===== src/rtl/scan_seq_ctrl.sv =====
// scan_seq_ctrl: loads scan patterns, issues one capture per pattern, and
// compares each unloaded response bit against a streamed expected bit.
//
// state   | meaning
// --------+------------------------------------------------------------
// IDLE    | waiting for start; pass / err_cnt / pat_idx hold
// SHIFT   | loading a pattern; unloading the previous response if pat_idx>0
// CAPTURE | single functional clock (scan_en low), pat_idx advances
// UNLOAD  | draining the last response, scan_in forced to 0
// DONE    | one-cycle done pulse, then back to IDLE
module scan_seq_ctrl #(
    parameter int CHAIN_LEN = 211,
    parameter int NUM_PAT   = 16,
    parameter int CNT_W     = 8,
    parameter int ERR_W     = 16
) (
    input  logic             CK,
    input  logic             RST_N,
    input  logic             start,
    input  logic             si_valid,
    input  logic             si_bit,
    input  logic             si_exp,
    output logic             si_ready,
    output logic             scan_en,
    output logic             scan_in,
    input  logic             scan_out,
    output logic             busy,
    output logic             done,
    output logic             pass,
    output logic [ERR_W-1:0] err_cnt,
    output logic [CNT_W-1:0] pat_idx
);

    typedef enum logic [2:0] {
        S_IDLE    = 3'd0,
        S_SHIFT   = 3'd1,
        S_CAPTURE = 3'd2,
        S_UNLOAD  = 3'd3,
        S_DONE    = 3'd4
    } state_t;

    state_t           state;
    state_t           state_nxt;
    logic [CNT_W-1:0] bit_cnt;
    logic             hs;
    logic             last_bit;
    logic             cmp_en;
    logic             mismatch;
    logic [ERR_W-1:0] err_nxt;

    // The chain only moves on a handshake, so scan_en is the handshake itself.
    assign hs       = si_valid & si_ready;
    assign scan_en  = hs;
    assign last_bit = (bit_cnt == CNT_W'(CHAIN_LEN - 1));

    // The first load has no response behind it, so its expect bits are ignored.
    assign cmp_en   = hs && ((state == S_UNLOAD) ||
                             ((state == S_SHIFT) && (pat_idx != '0)));
    assign mismatch = cmp_en && (scan_out != si_exp);
    assign err_nxt  = (mismatch && (err_cnt != '1)) ? err_cnt + 1'b1 : err_cnt;

    // State register; reset drops straight to IDLE even mid-shift.
    always_ff @(posedge CK or negedge RST_N) begin
        if (!RST_N) begin
            state <= S_IDLE;
        end else begin
            state <= state_nxt;
        end
    end

    // Next-state and per-state output decode.
    always_comb begin
        state_nxt = state;
        si_ready  = 1'b0;
        scan_in   = 1'b0;
        busy      = 1'b1;
        done      = 1'b0;
        case (state)
            S_IDLE: begin
                busy = 1'b0;
                if (start) begin
                    state_nxt = S_SHIFT;
                end
            end
            S_SHIFT: begin
                si_ready = 1'b1;
                scan_in  = si_bit;
                if (hs && last_bit) begin
                    state_nxt = S_CAPTURE;
                end
            end
            S_CAPTURE: begin
                // pat_idx is incremented on this edge, so compare against NUM_PAT-1.
                state_nxt = (pat_idx == CNT_W'(NUM_PAT - 1)) ? S_UNLOAD : S_SHIFT;
            end
            S_UNLOAD: begin
                si_ready = 1'b1;
                if (hs && last_bit) begin
                    state_nxt = S_DONE;
                end
            end
            S_DONE: begin
                done      = 1'b1;
                state_nxt = S_IDLE;
            end
            default: begin
                busy      = 1'b0;
                state_nxt = S_IDLE;
            end
        endcase
    end

    // Bit/pattern counters, saturating error count and pass flag.
    always_ff @(posedge CK or negedge RST_N) begin
        if (!RST_N) begin
            bit_cnt <= '0;
            pat_idx <= '0;
            err_cnt <= '0;
            pass    <= 1'b0;
        end else if ((state == S_IDLE) && start) begin
            bit_cnt <= '0;
            pat_idx <= '0;
            err_cnt <= '0;
            pass    <= 1'b0;
        end else begin
            if (hs) begin
                bit_cnt <= last_bit ? '0 : bit_cnt + 1'b1;
                err_cnt <= err_nxt;
                // Judged on the last unload edge using err_nxt so a final-bit
                // mismatch counts and pass is already valid while done is high.
                if ((state == S_UNLOAD) && last_bit) begin
                    pass <= (err_nxt == '0);
                end
            end
            if (state == S_CAPTURE) begin
                pat_idx <= pat_idx + 1'b1;
            end
        end
    end

endmodule


===== config.mk =====
export PLATFORM = sky130hd
export DESIGN_NAME = scan_seq_ctrl
export DESIGN_NICKNAME = d
export VERILOG_FILES = /design/src/rtl/scan_seq_ctrl.sv
export SDC_FILE = /design/constraint.sdc
export NUM_CORES = 1
export LEC_CHECK = 0
export ABC_AREA = 1
export CORE_UTILIZATION = 40
export CTS_BUF_LIST = sky130_fd_sc_hd__clkbuf_8
export DETAILED_ROUTE_END_ITERATION = 7
export PLACE_DENSITY = 0.6
export SYNTH_ARGS = -nofsm -noshare
export SYNTH_HDL_FRONTEND = slang
export SYNTH_SLANG_ARGS = --single-unit

===== constraint.sdc =====
create_clock -name CK -period 3.7 [get_ports CK]
set_input_delay 0.925 -clock CK [delete_from_list [all_inputs] [get_ports CK]]
set_output_delay 0.925 -clock CK [all_outputs]
set_load 0.01 [all_outputs]

==> results of run 1 <==
## registers in the layout, indices dropped and copies added, names as in the netlist
register  count
err_cnt      16
bit_cnt       8
pat_idx       8
state         3
pass          1
## path summary, 6_finish.rpt
kind,startpoint,end,slack [ns]
max,si_valid,scan_en,0.63
min in group asynchronous,RST_N,err_cnt[5]$_DFFE_PN0P_,0.72
min reg2reg,pat_idx[6]$_DFFE_PN0P_,pat_idx[7]$_DFFE_PN0P_,0.52
max reg2reg,err_cnt[0]$_DFFE_PN0P_,pass$_DFFE_PN0P_,1.54
min,pat_idx[6]$_DFFE_PN0P_,pat_idx[7]$_DFFE_PN0P_,0.52
max in group asynchronous,RST_N,state[1]$_DFFE_PN0P_,2.46
## power groups by stage
stage	logic [mW]	registers (mW)	clock network (mW)
3_5_place_dp	0.522	0.592	0
3_3_place_gp	0.514	0.594	0
4_1_cts	0.524	0.588	0.321
2_1_floorplan	0.322	0.592	0
6_report	0.516	0.589	0.311
5_1_grt	0.593	0.607	0.336
## worst max-delay path, delay by kind of cell
family        cells  cell delay [ns]
buf+inv           3             1.10
simple gates      1             0.12
## synth_stat cells
cell type / instances / area [um2]
buf_6: 2 / 22.5
clkinv_4: 1 / 8.76
inv_1: 45 / 169
nand3_1: 13 / 65.1
dfrtp_1: 36 / 901
nor4_1: 2 / 12.5
a21oi_2: 1 / 8.76
o21a_1: 1 / 7.51
nand3b_1: 2 / 15.0
buf_2: 1 / 5.00
xor2_1: 2 / 17.5
nand2_2: 4 / 25.0
a22o_1: 1 / 8.76
o32ai_1: 1 / 8.76
nor3b_1: 1 / 7.51
o21ai_0: 15 / 75.1
inv_2: 2 / 7.51
nor2_4: 1 / 11.3
o21bai_1: 1 / 7.51
ha_1: 5 / 62.6
a31oi_1: 3 / 18.8
nand4_1: 3 / 18.8
nor2_8: 1 / 20.0
nor2_1: 50 / 188
clkbuf_1: 1 / 3.75
o21ai_1: 1 / 5.00
nor3_2: 1 / 10.0
nand2_4: 2 / 22.5
nand3_2: 2 / 20.0
nand2_1: 108 / 405
xnor2_1: 4 / 35.0
a21oi_1: 23 / 115
nor3_1: 8 / 40.0
## layer usage
layer | GRT usage (%) | up-vias | routed length (um)
met5 | 0 | - | 0
met4 | 6.67 | 0 | 66
met3 | 3.14 | 5 | 183
met1 | 24.6 | 989 | 2640
met2 | 34.5 | 41 | 2490
li1 | - | 1164 | -
## final cells by class
class / count / area [um2] / area share (%)
Multi-Input combinational cell: 256 / 1230 / 42.8
Sequential cell: 36 / 901 / 31.3
Timing Repair Buffer: 38 / 370 / 12.9
Inverter: 48 / 185 / 6.44
Clock buffer: 7 / 96.3 / 3.35
Tap cell: 72 / 90.1 / 3.13
## metrics by stage
step	setup WS, ns	util (%)
2_1_floorplan	1.54	-
3_3_place_gp	0.628	49.8
3_5_place_dp	0.631	49.8
4_1_cts	0.622	51.6
5_1_grt	0.573	51.6
6_report	0.632	51.6
## cell usage in the layout, fill, tap and decap left out, types with 2 or more instances in the layout
cell type / instances
clkbuf_8: 7
xnor2_1: 4
nand4_1: 3
a31oi_1: 3
nand2_1: 108
nand3b_1: 2
nor2_1: 50
clkdlybuf4s50_1: 35
nor4_1: 2
nand2_2: 4
inv_1: 45
ha_1: 5
inv_2: 2
nand2_4: 2
nand3_1: 13
buf_4: 2
a21oi_1: 23
nand3_2: 2
nor3_1: 8
xor2_1: 2
o21ai_0: 15
dfrtp_1: 36
## cell families after synthesis
group | after synthesis | synth area share, %
compound gates | 47 | 10.9
xor+xnor | 6 | 2.24
fa+ha+maj | 5 | 2.66
buf+inv | 52 | 9.22
flops | 36 | 38.4
simple gates | 198 | 36.7
==> results.json, run 1 <==
{
  "antenna_found_initial": 0,
  "crit_type": "in2out",
  "post_cts_buffers": 0,
  "setup_viol": 0,
  "seqPwrFrac_pct": 41.6,
  "grt_overflow": 0,
  "drt_pass1_iterations": 4,
  "fin_area_um2": 2870,
  "slew_violations": 0,
  "crit_top_cell": "clkdlybuf4s50_1",
  "synth_fp_nets": 356,
  "status": "finished, final reports clean",
  "cts_tree": "built",
  "worstPathArrival_ns": 2.14,
  "place_area_um2": 2780,
  "synth.cell_area_um2": 2350,
  "cts-resized-gates": 0,
  "ff2ff_path_depth": 14,
  "crit_chain": "clkdlybuf4s50_1 > nand3_2 > clkinv_4 > clkdlybuf4s50_1",
  "total_power_mw": 1.42,
  "cp_slowest_stage_delay_ns": 0.54,
  "drc_errors": 0,
  "fin_hold_ws_ns": 0.522,
  "placed_cells": 450,
  "holdBufCountCts": 0,
  "ir_drop_mv": 0.268,
  "num_rows": 27,
  "fillers": 593,
  "crit_slowest_cell": "clkdlybuf4s50_1",
  "viasPerCell": 4.81,
  "initial_utilization_pct": 42.1,
  "p_int_uw": 880,
  "synth_warnings": 0,
  "fmax_mhz": 326,
  "die_x_um": 78.6,
  "place.gp.congestion": 0.820,
  "holdPathStages": 1,
  "drive_gt1_share_pct": 6.49,
  "port_buffers": 36,
  "cts.htree.levels": 2,
  "nets": 397,
  "syn_inst": 344,
  "drt_iter0_markers": 131,
  "synthToLayoutAreaGrowth_pct": 22.4,
  "min_period_ns": 3.07,
  "ys_ff_latch": 36,
  "syn_area_per_cell_um2": 6.83,
  "grt_max_degree": 37,
  "ant_nets": 0,
  "ys_types": 33,
  "numCtsBuffers": 5,
  "die_h_um": 78.6,
  "totalWireLength_um": 5380,
  "rsz0062_at_grt": "no",
  "critPathMaxFanout": 4,
  "maxCapViolCount": 0,
  "report.final.hold_viol_count": 0,
  "clockBufferDepth": 2,
  "die_area_um2": 6180,
  "cp.required_ns": 2.77,
  "grt_pass1_wl_um": 9610,
  "io-pin-count": 37,
  "grt_pass1_vias": 2148,
  "swShare_pct": 37.8,
  "clkTransAtPathRegs_ns": 0.08,
  "hold_path.class": "reg2reg",
  "clk_latency_ns": 0.29,
  "grt_usage_pct": 19.8,
  "diodes": 0,
  "yosysSeqAreaShare_pct": 38.4,
  "pwr-share-comb_pct": 36.5,
  "powerDensity_nw_per_um2": 493,
  "root_buffer": "clkbuf_8",
  "switchingPower_uw": 536,
  "routedWlPerCell_um": 11.8,
  "num_vias": 2199,
  "worstSetupEndpointType": "primary output",
  "layout.cells.non_filler": 457,
  "skew_ns": 0.00627,
  "startpoint_type": "input pin",
  "p_clk_share_pct": 21.9,
  "slew_headroom_pct": 46.0,
  "core_um2": 5570,
  "post-route-period-util_pct": 82.9,
  "p_leak_nw": 1.42,
  "worstMarginPinSlew_ns": 0.810,
  "cts.sinks": 36,
  "setup-tns-final_ns": 0,
  "hpwlAfterDp_um": 3960
}
Note: power is estimated with default switching activity, not from simulation.
==> run 2: changes to the inputs <==
clock period = 3.1 ns   (was 3.7 ns; I/O delays follow)
==> run 2 against run 1 <==
Largest power group unchanged. Register-to-register slack lost 0.59 ns. Clock power grew 21%. First-iteration DRC count grew 15%. Highest routed layer unchanged. Die area is the same. Non-clock buffer count is the same. Utilization is the same. Hold slack is essentially flat. Critical path type unchanged.
==> results.json, run 2 (same netlist as run 1, synthesis figures left out) <==
{
  "status": "finished, final reports clean",
  "root_buffer": "clkbuf_8",
  "numCtsBuffers": 5,
  "fin_area_um2": 2870,
  "maxCapViolCount": 0,
  "min_period_ns": 2.78,
  "post-route-period-util_pct": 89.6,
  "cp_slowest_stage_delay_ns": 0.54,
  "synthToLayoutAreaGrowth_pct": 22.4,
  "skew_ns": 0.0144,
  "diodes": 0,
  "nets": 397,
  "top_layer": "met4",
  "crit_top_cell": "clkdlybuf4s50_1",
  "clk_latency_ns": 0.30,
  "crit_chain": "clkdlybuf4s50_1 > nand3_2 > clkinv_4 > clkdlybuf4s50_1",
  "grt_pass1_wl_um": 9450,
  "place_area_um2": 2780,
  "grt_overflow": 0,
  "met3WireLength_um": 197,
  "cts-resized-gates": 0,
  "drt_pass1_iterations": 4,
  "routedWlPerCell_um": 12.1,
  "total_power_mw": 1.70,
  "report.final.hold_viol_count": 0,
  "clkTransAtPathRegs_ns": 0.07,
  "num_vias": 2229,
  "grt_pass1_vias": 2084,
  "p_leak_nw": 1.42,
  "slew_headroom_pct": 46.5,
  "drive_gt1_share_pct": 6.49,
  "setup-tns-final_ns": 0,
  "placed_cells": 450,
  "fmax_mhz": 360,
  "hpwlAfterDp_um": 3980,
  "largestRegisters": "err_cnt (16), bit_cnt (8), pat_idx (8)",
  "antenna_found_initial": 0,
  "top_register": "err_cnt",
  "grt_max_degree": 37,
  "num_rows": 27,
  "hold_path.class": "reg2reg",
  "drt_iter0_markers": 150,
  "cts.sinks": 36,
  "powerDensity_nw_per_um2": 591,
  "totalWireLength_um": 5520,
  "port_buffers": 36,
  "setup_viol": 0,
  "grt_usage_pct": 19.4,
  "worstPathArrival_ns": 2.00,
  "layout.cells.non_filler": 457,
  "largest_reg_flops": 16,
  "viasPerCell": 4.88,
  "ant_nets": 0,
  "crit_slowest_cell": "clkdlybuf4s50_1",
  "cts_tree": "built",
  "core_um2": 5570,
  "startpoint_type": "input pin",
  "final_common_cell": "nand2_1",
  "holdBufCountCts": 0,
  "post_cts_buffers": 0,
  "place.gp.congestion": 0.819,
  "cp.required_ns": 2.32,
  "ir_drop_mv": 0.323,
  "slew_violations": 0,
  "holdPathStages": 1,
  "met1_length_um": 2680,
  "worstMarginPinSlew_ns": 0.803,
  "fillers": 559,
  "clockBufferDepth": 2,
  "die_area_um2": 6180,
  "io-pin-count": 37,
  "final_cell_mix": "nand2_1 (108), nor2_1 (50), inv_1 (45)",
  "wl_met2_um": 2560,
  "critPathMaxFanout": 4,
  "worstSetupEndpointType": "primary output",
  "die_h_um": 78.6,
  "ff2ff_path_depth": 14,
  "initial_utilization_pct": 42.1,
  "crit_type": "in2out",
  "die_x_um": 78.6,
  "cts.htree.levels": 2,
  "drc_errors": 0,
  "rsz0062_at_grt": "no"
}
## run 2: cell counts in the layout (fill, tap and decap cells not counted)
Identical to the previous run, type by type.
## run 2: per-stage QoR
step                hold slack, ns  utilization [%]  worst slack [ns]
finish                       0.522             51.6             0.323
global route                 0.558             51.6             0.272
CTS                          0.527             51.6             0.316
detailed placement           0.512             49.8             0.326
global placement             0.501             49.8             0.325
floorplan                    0.479                -              1.17
## run 2: critical path: cells and delay by family
kind	cells	cell delay, ns
buf+inv	3	1.10
simple gates	1	0.12
## run 2: cell type report
cell class                      count  area, um2  area share [%]
Multi-Input combinational cell    256       1230            42.8
Inverter                           48        185            6.44
Clock buffer                        7       96.3            3.35
Timing Repair Buffer               38        370            12.9
Tap cell                           72       90.1            3.13
Sequential cell                    36        901            31.3
## run 2: per-layer routing
layer	vias up	GRT usage, %
met2	41	31.8
met3	9	3.84
li1	1168	-
met4	0	6.30
met5	-	0
met1	1011	25.5
## run 2: worst paths after layout
check / slack [ns] / endpoint / startpoint
setup reg to reg: 0.95 / pass$_DFFE_PN0P_ / err_cnt[0]$_DFFE_PN0P_
setup / recovery: 0.32 / scan_en / si_valid
min in group asynchronous: 0.57 / err_cnt[6]$_DFFE_PN0P_ / RST_N
hold reg to reg: 0.52 / pat_idx[7]$_DFFE_PN0P_ / pat_idx[6]$_DFFE_PN0P_
max in group asynchronous: 2.02 / pass$_DFFE_PN0P_ / RST_N
hold / removal: 0.52 / pat_idx[7]$_DFFE_PN0P_ / pat_idx[6]$_DFFE_PN0P_
## run 2: power breakdown
group          switching [mW]  internal (mW)
combinational           0.348          0.273
clock                   0.177          0.198
sequential              0.123          0.579
total                   0.647           1.05
==> run 3: changes to the inputs <==
GPL_TIMING_DRIVEN = 0   (was not set)
clock period = 3.5 ns   (was 3.1 ns; I/O delays follow)
==> run 3 against run 2 <==
Hold slack better by 0.015 ns. Critical endpoint unchanged. Clock power shrank 11%. Largest cell class unchanged. Die area did not move. Via count is 0.18% lower. First-iteration DRC count fell by 29%. Non-clock buffer count increased by 2. Register-to-register slack improved by 0.37 ns.
==> results.json, run 3 (same netlist as run 1, synthesis figures left out) <==
{
  "cts.sinks": 36,
  "place.gp.congestion": 0.818,
  "cp-startpoint": "si_valid",
  "crit_slowest_cell": "clkdlybuf4s50_1",
  "min_to": "pat_idx[7]$_DFFE_PN0P_",
  "drive_gt1_share_pct": 6.72,
  "ir_drop_mv": 0.252,
  "final_cell_mix": "nand2_1 (108), nor2_1 (50), inv_1 (45)",
  "hp-start": "pat_idx[6]$_DFFE_PN0P_",
  "p_leak_nw": 1.43,
  "die_h_um": 78.6,
  "grt_max_degree": 37,
  "worstPathArrival_ns": 2.09,
  "total_power_mw": 1.51,
  "crit_chain": "clkdlybuf4s50_1 > nand3_2 > clkinv_4 > clkdlybuf4s50_1",
  "slew_headroom_pct": 44.1,
  "top_register": "err_cnt",
  "powerDensity_nw_per_um2": 522,
  "worstMarginPinSlew_ns": 0.838,
  "io-pin-count": 37,
  "initial_utilization_pct": 42.1,
  "fin_hold_ws_ns": 0.537,
  "clockBufferDepth": 2,
  "report.final.hold_viol_count": 0,
  "cp.required_ns": 2.62,
  "r2r-start": "err_cnt[0]$_DFFE_PN0P_",
  "status": "finished, final reports clean",
  "synthToLayoutAreaGrowth_pct": 23.1,
  "drc_errors": 0,
  "worstSetupEndpointType": "primary output",
  "post-route-period-util_pct": 84.6,
  "root_buffer": "clkbuf_8",
  "nets": 399,
  "cts_tree": "built",
  "cts.htree.levels": 2,
  "die_area_um2": 6180,
  "num_vias": 2225,
  "hpwlAfterDp_um": 4100,
  "critPathMaxFanout": 4,
  "crit_type": "in2out",
  "fin_area_um2": 2890,
  "cts-resized-gates": 0,
  "drt_iter0_markers": 107,
  "post_cts_buffers": 0,
  "numCtsBuffers": 5,
  "diodes": 0,
  "timing.rr.end": "pass$_DFFE_PN0P_",
  "rsz0062_at_grt": "no",
  "slew_violations": 0,
  "grt_usage_pct": 20.6,
  "routedWlPerCell_um": 12.3,
  "startpoint_type": "input pin",
  "grt_pass1_wl_um": 9960,
  "ant_nets": 0,
  "fmax_mhz": 338,
  "setup_viol": 0,
  "grt_pass1_vias": 2189,
  "fin_util_pct": 51.9,
  "min_period_ns": 2.96,
  "viasPerCell": 4.85,
  "final_common_cell": "nand2_1",
  "port_buffers": 36,
  "largestRegisters": "err_cnt (16), bit_cnt (8), pat_idx (8)",
  "skew_ns": 0.00481,
  "setup-tns-final_ns": 0,
  "ff2ff_path_depth": 15,
  "cp_slowest_stage_delay_ns": 0.53,
  "hold_path.class": "reg2reg",
  "place_area_um2": 2790,
  "num_rows": 27,
  "die_x_um": 78.6,
  "holdPathStages": 1,
  "path_buf_inv": 3,
  "crit_top_cell": "clkdlybuf4s50_1",
  "drt_pass1_iterations": 4,
  "critical-path-top-delay-family": "buffers and inverters",
  "holdBufCountCts": 0,
  "largest_reg_flops": 16,
  "clk_latency_ns": 0.30,
  "clkTransAtPathRegs_ns": 0.08,
  "core_um2": 5570,
  "grt_overflow": 0,
  "maxCapViolCount": 0,
  "reg2reg_setup_slack_ns": 1.32,
  "antenna_found_initial": 0,
  "totalWireLength_um": 5640
}
[run 3: changes by cell type in the layout (fill, tap and decap cells not counted), sizes merged]
cell,previous run,this run
buf,3,4
clkbuf,7,8
[run 3: layer usage]
metal / share of wire (%) / wire, um / track usage, % / up-vias
met5: 0 / 0 / 0 / -
met4: 1.1 / 61 / 5.00 / 0
met3: 4.8 / 273 / 4.53 / 6
met2: 47 / 2650 / 35.0 / 54
met1: 47 / 2660 / 26.5 / 992
li1: - / - / - / 1173
[run 3: report_power, final]
| part | internal (mW) | total, mW | switching, mW | leakage (nW) |
|---|---|---|---|---|
| Sequential | 0.513 | 0.623 | 0.110 | 0.469 |
| Clock | 0.176 | 0.334 | 0.158 | 0.0503 |
| Combinational | 0.246 | 0.551 | 0.305 | 0.911 |
[run 3: how the worst max path moves through the flow]
stage	to	slack, ns	cells past startpoint
after floorplan	scan_in	1.44	1
after global routing	scan_en	0.48	4
after global placement	scan_en	0.53	4
after CTS	scan_en	0.53	4
after detailed placement	scan_en	0.54	4
final	scan_en	0.54	4
[run 3: worst reg2reg max path: cells and delay by family (launching register included)]
kind,cells,cell delay [ns]
simple gates,10,1.01
flops,1,0.44
fa+ha+maj,1,0.28
buf+inv,3,0.28
compound gates,1,0.11
[run 3: cell type report]
cell class	count	area, um2
Multi-Input combinational cell	256	1230
Timing Repair Buffer	36	355
Sequential cell	36	901
Clock buffer	7	96.3
Tap cell	72	90.1
Inverter	48	185
Buffer	4	31.3
Fill cell	584	2680
[run 3: stage by stage]
step / cells / setup slack (ns)
finish: 459 / 0.538
floorplan: 344 / 1.44
detailed placement: 452 / 0.535
CTS: 459 / 0.526
global placement: 452 / 0.528
global route: 459 / 0.476
